File: src/rtl/pdm_cic_decim_pkg.sv
// pdm_pkg: shared widths, saturation limits and CIC sizing helpers for the PDM front end
package pdm_pkg;
  localparam int OUT_W = 18;
  localparam int CIC_ORDER = 3;
  localparam int SAT_MAX = 131071;
  localparam int SAT_MIN = -131072;
  typedef logic signed [OUT_W-1:0] sample_t;
  function automatic int cic_w(int decim);
    return CIC_ORDER * $clog2(decim) + 2;
  endfunction
  function automatic int cic_sh(int decim);
    return CIC_ORDER * $clog2(decim) + 1 - OUT_W;
  endfunction
endpackage

File: src/rtl/pdm_cic_decim_if.sv
// pdm_cic_decim_if: microphone pins, run control and audio sample output
// master (front end): in ENABLE, PDM_DAT; out PDM_CLK, ADATA0, ADATARDY
// slave (mic + analysis side): the mirror image
interface pdm_cic_decim_if;
  import pdm_pkg::*;
  logic ENABLE;
  logic PDM_CLK;
  logic PDM_DAT;
  logic [OUT_W-1:0] ADATA0;
  logic ADATARDY;
  modport master(input ENABLE, PDM_DAT, output PDM_CLK, ADATA0, ADATARDY);
  modport slave(output ENABLE, PDM_DAT, input PDM_CLK, ADATA0, ADATARDY);
endinterface

File: src/rtl/pdm_cic_decim_clkgen.sv
// pdm_clkgen: PDM bit clock divider, data synchronizer and sample strobe
// in: CLK, nRST (sync, active-low), en (low = clear), pdm_dat (async mic data)
// out: pdm_clk (mic clock), s_stb (one-cycle sample strobe), s_bit (synchronized bit)
module pdm_clkgen #(
  parameter int CLK_DIV = 30,
  parameter bit SAMPLE_EDGE = 1'b1
) (
  input  logic CLK,
  input  logic nRST,
  input  logic en,
  input  logic pdm_dat,
  output logic pdm_clk,
  output logic s_stb,
  output logic s_bit
);
  localparam int HALF = CLK_DIV / 2;
  localparam int CW = $clog2(CLK_DIV);
  localparam logic [CW-1:0] STB_AT = CW'(SAMPLE_EDGE ? CLK_DIV - 1 : HALF - 1);
  logic [CW-1:0] div_cnt;
  logic [1:0] sync;
  always_ff @(posedge CLK)
    if (!nRST || !en) begin
      div_cnt <= '0;
      pdm_clk <= 1'b0;
      sync <= '0;
    end else begin
      div_cnt <= div_cnt == CW'(CLK_DIV - 1) ? '0 : div_cnt + 1'b1;
      pdm_clk <= div_cnt < CW'(HALF);
      sync <= {sync[0], pdm_dat};
    end
  assign s_stb = en && div_cnt == STB_AT;
  assign s_bit = sync[1];
endmodule

File: src/rtl/pdm_cic_decim.sv
// pdm_cic_decim: PDM mic clocking, 3rd-order CIC decimation and 18-bit sample output
// in: CLK, nRST (sync, active-low); bus.ENABLE (low = soft clear), bus.PDM_DAT
// out: bus.PDM_CLK, bus.ADATA0 (signed, held), bus.ADATARDY (one-cycle strobe)
module pdm_cic_decim
  import pdm_pkg::*;
#(
  parameter int CLK_DIV = 30,
  parameter int DECIM = 64,
  parameter bit SAMPLE_EDGE = 1'b1
) (
  input logic CLK,
  input logic nRST,
  pdm_cic_decim_if.master bus
);
  localparam int W = cic_w(DECIM);
  localparam int SH = cic_sh(DECIM);
  localparam int DW = $clog2(DECIM);
  localparam logic signed [W-1:0] HI = W'(SAT_MAX);
  localparam logic signed [W-1:0] LO = W'(SAT_MIN);
  logic clr, s_stb, s_bit, dec, rdy_n;
  logic [DW-1:0] dec_cnt;
  logic [1:0] warm;
  logic [CIC_ORDER-1:0] v, cvin;
  logic signed [W-1:0] x, sc;
  logic signed [W-1:0] integ [CIC_ORDER];
  logic signed [W-1:0] dly [CIC_ORDER];
  logic signed [W-1:0] y [CIC_ORDER];
  logic signed [W-1:0] cin [CIC_ORDER];
  logic [OUT_W-1:0] sat;
  pdm_clkgen #(.CLK_DIV(CLK_DIV), .SAMPLE_EDGE(SAMPLE_EDGE)) u_clkgen (
    .CLK(CLK),
    .nRST(nRST),
    .en(bus.ENABLE),
    .pdm_dat(bus.PDM_DAT),
    .pdm_clk(bus.PDM_CLK),
    .s_stb(s_stb),
    .s_bit(s_bit)
  );
  assign clr = !nRST || !bus.ENABLE;
  assign x = s_bit ? W'(1) : '1;
  assign dec = s_stb && &dec_cnt;
  // comb stage k takes its input one cycle after stage k-1 produced it
  assign cvin = {v[CIC_ORDER-2:0], dec};
  always_comb begin
    cin[0] = integ[CIC_ORDER-1];
    for (int k = 1; k < CIC_ORDER; k++) cin[k] = y[k-1];
  end
  // the first three decimated results still carry start-up transients
  assign rdy_n = v[CIC_ORDER-1] && warm == 2'd3;
  assign sc = y[CIC_ORDER-1] >>> SH;
  assign sat = sc > HI ? OUT_W'(SAT_MAX) : sc < LO ? OUT_W'(SAT_MIN) : sc[OUT_W-1:0];
  always_ff @(posedge CLK)
    if (clr) begin
      for (int k = 0; k < CIC_ORDER; k++) begin
        integ[k] <= '0;
        dly[k] <= '0;
        y[k] <= '0;
      end
      dec_cnt <= '0;
      v <= '0;
      warm <= '0;
      bus.ADATARDY <= 1'b0;
    end else begin
      if (s_stb) begin
        integ[0] <= integ[0] + x;
        for (int k = 1; k < CIC_ORDER; k++) integ[k] <= integ[k] + integ[k-1];
        dec_cnt <= dec_cnt + 1'b1;
      end
      for (int k = 0; k < CIC_ORDER; k++)
        if (cvin[k]) begin
          y[k] <= cin[k] - dly[k];
          dly[k] <= cin[k];
        end
      v <= cvin;
      if (v[CIC_ORDER-1] && warm != 2'd3) warm <= warm + 1'b1;
      bus.ADATARDY <= rdy_n;
    end
  // the sample survives a soft clear; only reset zeroes it
  always_ff @(posedge CLK)
    if (!nRST) bus.ADATA0 <= '0;
    else if (bus.ENABLE && rdy_n) bus.ADATA0 <= sat;
endmodule
File: src/flat_wrapper.sv
// flat-port wrapper written by rule: the top's interface ports become plain ports
module pdm_cic_decim_flat import pdm_pkg::*;
#(
  parameter int CLK_DIV = 30,
  parameter int DECIM = 64,
  parameter bit SAMPLE_EDGE = 1'b1
)
  (CLK, nRST, bus_ENABLE, bus_PDM_DAT, bus_PDM_CLK, bus_ADATA0, bus_ADATARDY);
  pdm_cic_decim_if bus_i ();
  input logic CLK;
  input logic nRST;
  input wire logic [$bits(bus_i.ENABLE)-1:0] bus_ENABLE;
  input wire logic [$bits(bus_i.PDM_DAT)-1:0] bus_PDM_DAT;
  output wire logic [$bits(bus_i.PDM_CLK)-1:0] bus_PDM_CLK;
  output wire logic [$bits(bus_i.ADATA0)-1:0] bus_ADATA0;
  output wire logic [$bits(bus_i.ADATARDY)-1:0] bus_ADATARDY;
  assign bus_i.ENABLE = bus_ENABLE;
  assign bus_i.PDM_DAT = bus_PDM_DAT;
  assign bus_PDM_CLK = bus_i.PDM_CLK;
  assign bus_ADATA0 = bus_i.ADATA0;
  assign bus_ADATARDY = bus_i.ADATARDY;
  pdm_cic_decim #(.CLK_DIV(CLK_DIV), .DECIM(DECIM), .SAMPLE_EDGE(SAMPLE_EDGE)) u_core (.CLK(CLK), .nRST(nRST), .bus(bus_i));
endmodule
File: config.mk
export PLATFORM = sky130hd
export DESIGN_NAME = pdm_cic_decim_flat
export DESIGN_NICKNAME = d
export VERILOG_FILES = /design/src/rtl/pdm_cic_decim_pkg.sv /design/src/rtl/pdm_cic_decim_if.sv /design/src/rtl/pdm_cic_decim_clkgen.sv /design/src/rtl/pdm_cic_decim.sv /design/src/flat_wrapper.sv
export SDC_FILE = /design/constraint.sdc
export NUM_CORES = 1
export LEC_CHECK = 0
export BUFFER_PORTS_ARGS = -buffer_cell sky130_fd_sc_hd__buf_4
export CAP_MARGIN = 20
export CORE_ASPECT_RATIO = 1.75
export CORE_MARGIN = 3
export CORE_UTILIZATION = 60
export CTS_CLUSTER_DIAMETER = 40
export DETAILED_ROUTE_END_ITERATION = 7
export GPL_ROUTABILITY_DRIVEN = 0
export PLACE_DENSITY_LB_ADDON = 0.05
export SETUP_SLACK_MARGIN = 0.15
export SLEW_MARGIN = 20
export SYNTH_ARGS = -nofsm -noshare
export SYNTH_HDL_FRONTEND = slang
export SYNTH_SLANG_ARGS = --single-unit
File: constraint.sdc
create_clock -name CLK -period 11.6 [get_ports CLK]
set_input_delay 1.74 -clock CLK [delete_from_list [all_inputs] [get_ports CLK]]
set_output_delay 1.74 -clock CLK [all_outputs]
set_load 0.02 [all_outputs]
==> reports/qor.yml <==
synth:
  syn_avg_cell_area_sq_um: 10.17
  synth_edf_count: 179
  syn-num-nets: 1432
  netlist_instances: 1306
  synthesis.area_sq_um: 13280
  synth_area_leaders: "edfxtp_1, ha_1, dfxtp_1"
  ys_seq_area_share_pct: 46.20
  async_reset_ff_share_pct: 0
  ys_seq_elements: 217
  yosys.area.top_type_share_pct: 40.47
  ys_types: 68
  yosys_warnings: 0
  synthFlopType: "edfxtp_1"
  synth_top_area_cell: "edfxtp_1"
floorplanning:
  start_util_pct: 61.27
  dieWidth_um: 118.5
  chipHeight_um: 202.8
  rows: 71
  core_area_sq_um: 21680
  ioPinCount: 24
  fp.dieArea_sq_um: 24020
sta:
  fin_crit_ps: 3401
  finClkSkew_ps: 10.77
  max_slew_margin_pct: 30.44
  final-setup-viol-count: 0
  setup-tns-final_ps: 0
  tightest_slew_ps: 1043
  finalHoldViolations: 0
  timing.final.crit_share_pct: 29.32
  grt_setup_unrepaired: "no"
  hold_slack_ps: 473.3
  fmax_mhz: 294.0
  final_max_slew_viol_count: 0
route:
  drt_pass1_iterations: 6
  postRouteAntennaNets: 0
  drt-total-wl_um: 26610
  vias: 9582
  viasPerCell: 5.839
  post-route-drc-count: 0
  drt_iter0_markers: 438
  wl_per_cell_um: 16.22
global_routing:
  busiest_layer: "met2"
  grtUsageMet1_pct: 21.52
  global_route.usage.met2_pct: 45.86
  met3_usage_pct: 2.425
  grt_pass1_wl_um: 45030
  antenna_found_initial: 0
  track_usage_pct: 22.61
  grt_pass1_vias: 9864
  grt_max_degree: 73
  grt-ovfl-total: 0
setup_path:
  path_max_fanout: 56
  crit_type: "input pin to register"
  cp_slowest_cell: "and2_1"
  start_kind: "input pin"
  crit_chain: "buf_4, and2_1, nand2_2, buf_4, o21ai_4, buf_4"
  worst_setup_path_end_kind: "register"
  arrival_ps: 3570
  cp_slowest_stage_delay_ps: 500
  crit_top_cell: "buf_4"
  cp_data_required_time_ps: 11770
clock_tree:
  clk_pin_slew_ps: 60
  post_cts_buffers: 0
  cts_sinks: 217
  insertion_delay_ps: 540
  cts_made_buffers: 28
  cts_hold_repair.buffers: 0
  cts_htree_levels: 1
  root_buffer: "clkbuf_16"
  clockBufferDepth: 3
  cts_tree: "done"
  postCtsResizedCells: 0
layout:
  finish.net_count: 1455
  fin_area_sq_um: 14760
  mostFrequentLayoutCell: "edfxtp_1"
  nFillCells: 1733
  mostFrequentLayoutCells: "edfxtp_1, nor2_1, a21oi_1"
  syn_to_final_growth_pct: 11.13
  n_antenna_cell: 0
  drive_gt1_share_pct: 7.191
power:
  power_leakage_uw: 0.006290
  vdd_drop_max_mv: 0.1228
  p_per_area_nw_per_um2: 140.1
placement:
  dpl_cell_area_sq_um: 13750
  dp_hpwl_um: 18510
  io_buffers: 23
job:
  maxCapViolCount: 0
status:
  status: "completed"
min_path:
  hold_class: "register to register"
-- worst max-delay path: cells and delay by family --
kind / cells / cell delay [ps]
buf+inv: 3 / 1030
compound gates: 1 / 210
simple gates: 2 / 560
-- kinds of logic after synthesis --
logic type,share of synthesized area (%)
and+or+nand+nor,15.36
AOI/OAI and AO/OA,16.81
DFF,46.20
adders and majority gates,11.83
buffers and inverters,3.354
xor gates and xnor gates,5.672
muxes,0.7726
-- cells in the mapped netlist (all sizes together) (3+ instances only) --
cell type  instances
clkbuf            28
a21o              51
o31ai              5
o21bai             8
o21a              14
a21oi            125
dfxtp             38
nand2             63
buf                8
ha               116
and2              67
edfxtp           179
o211ai            13
nor2b             17
fa                 6
a311oi             3
xor2              42
nor3              13
inv               80
nand4             14
nor3b              6
a21boi             5
mux2i              8
nand3             25
a41oi              3
a221oi             5
and3              24
a31oi             15
o21ai             70
and4               6
nor2             133
nand2b            25
xnor2             44
a211oi            12
-- flip-flops by register name (all words and copies together), names as in the netlist --
| register | flops |
|---|---|
| u_core.dly | 60 |
| u_core.integ | 60 |
| u_core.y | 59 |
| u_core.bus.ADATA0 | 18 |
| u_core.dec_cnt | 6 |
| u_core.u_clkgen.div_cnt | 5 |
| u_core.v | 3 |
| u_core.u_clkgen.sync | 2 |
| u_core.warm | 2 |
| u_core.bus.ADATARDY | 1 |
| u_core.u_clkgen.pdm_clk | 1 |
-- worst paths after layout --
check	startpoint	endpoint	slack, ps	depth (start not counted)
max	nRST	u_core.y[0][16]	8200	6
min	u_core.dec_cnt[1]	u_core.dec_cnt[1]	470	2
max reg2reg	u_core.u_clkgen.sync[1]	u_core.integ[0][14]	8410	9
min reg2reg	u_core.dec_cnt[1]	u_core.dec_cnt[1]	470	2
-- where the power goes --
part	switching, uW	total (uW)	internal [uW]
registers	14.9	884	869
logic	151	255	104
clock network	330	929	599
-- metal layers --
| layer | wire length (um) | share of wire (%) |
|---|---|---|
| met5 | 0 | 0 |
| met4 | 1398 | 5.3 |
| met3 | 632 | 2.4 |
| met2 | 15010 | 56 |
| met1 | 9568 | 36 |
-- stage by stage --
stage          utilization, %  total power, uW  setup WS, ps  instances
4_1_cts                 68.08             2083          8192       1641
5_1_grt                 68.08             2150          8023       1641
3_5_place_dp            63.42             1152          7634       1591
2_1_floorplan               -             1097          5918       1306
3_3_place_gp            63.42             1146          7670       1591
6_report                68.08             2068          8199       1641
-- layout make-up --
class                           instances  area [sq um]  area share [%]
Multi-Input combinational cell        973          6729           45.60
Sequential cell                       217          6136           41.58
Clock buffer                           36         804.5           5.451
Clock inverter                         14         205.2           1.390
Inverter                               80         300.3           2.035
Timing Repair Buffer                   29         217.7           1.475
Tap cell                              292         365.4           2.476
No activity file was read; power rests on OpenSTA's default activity.
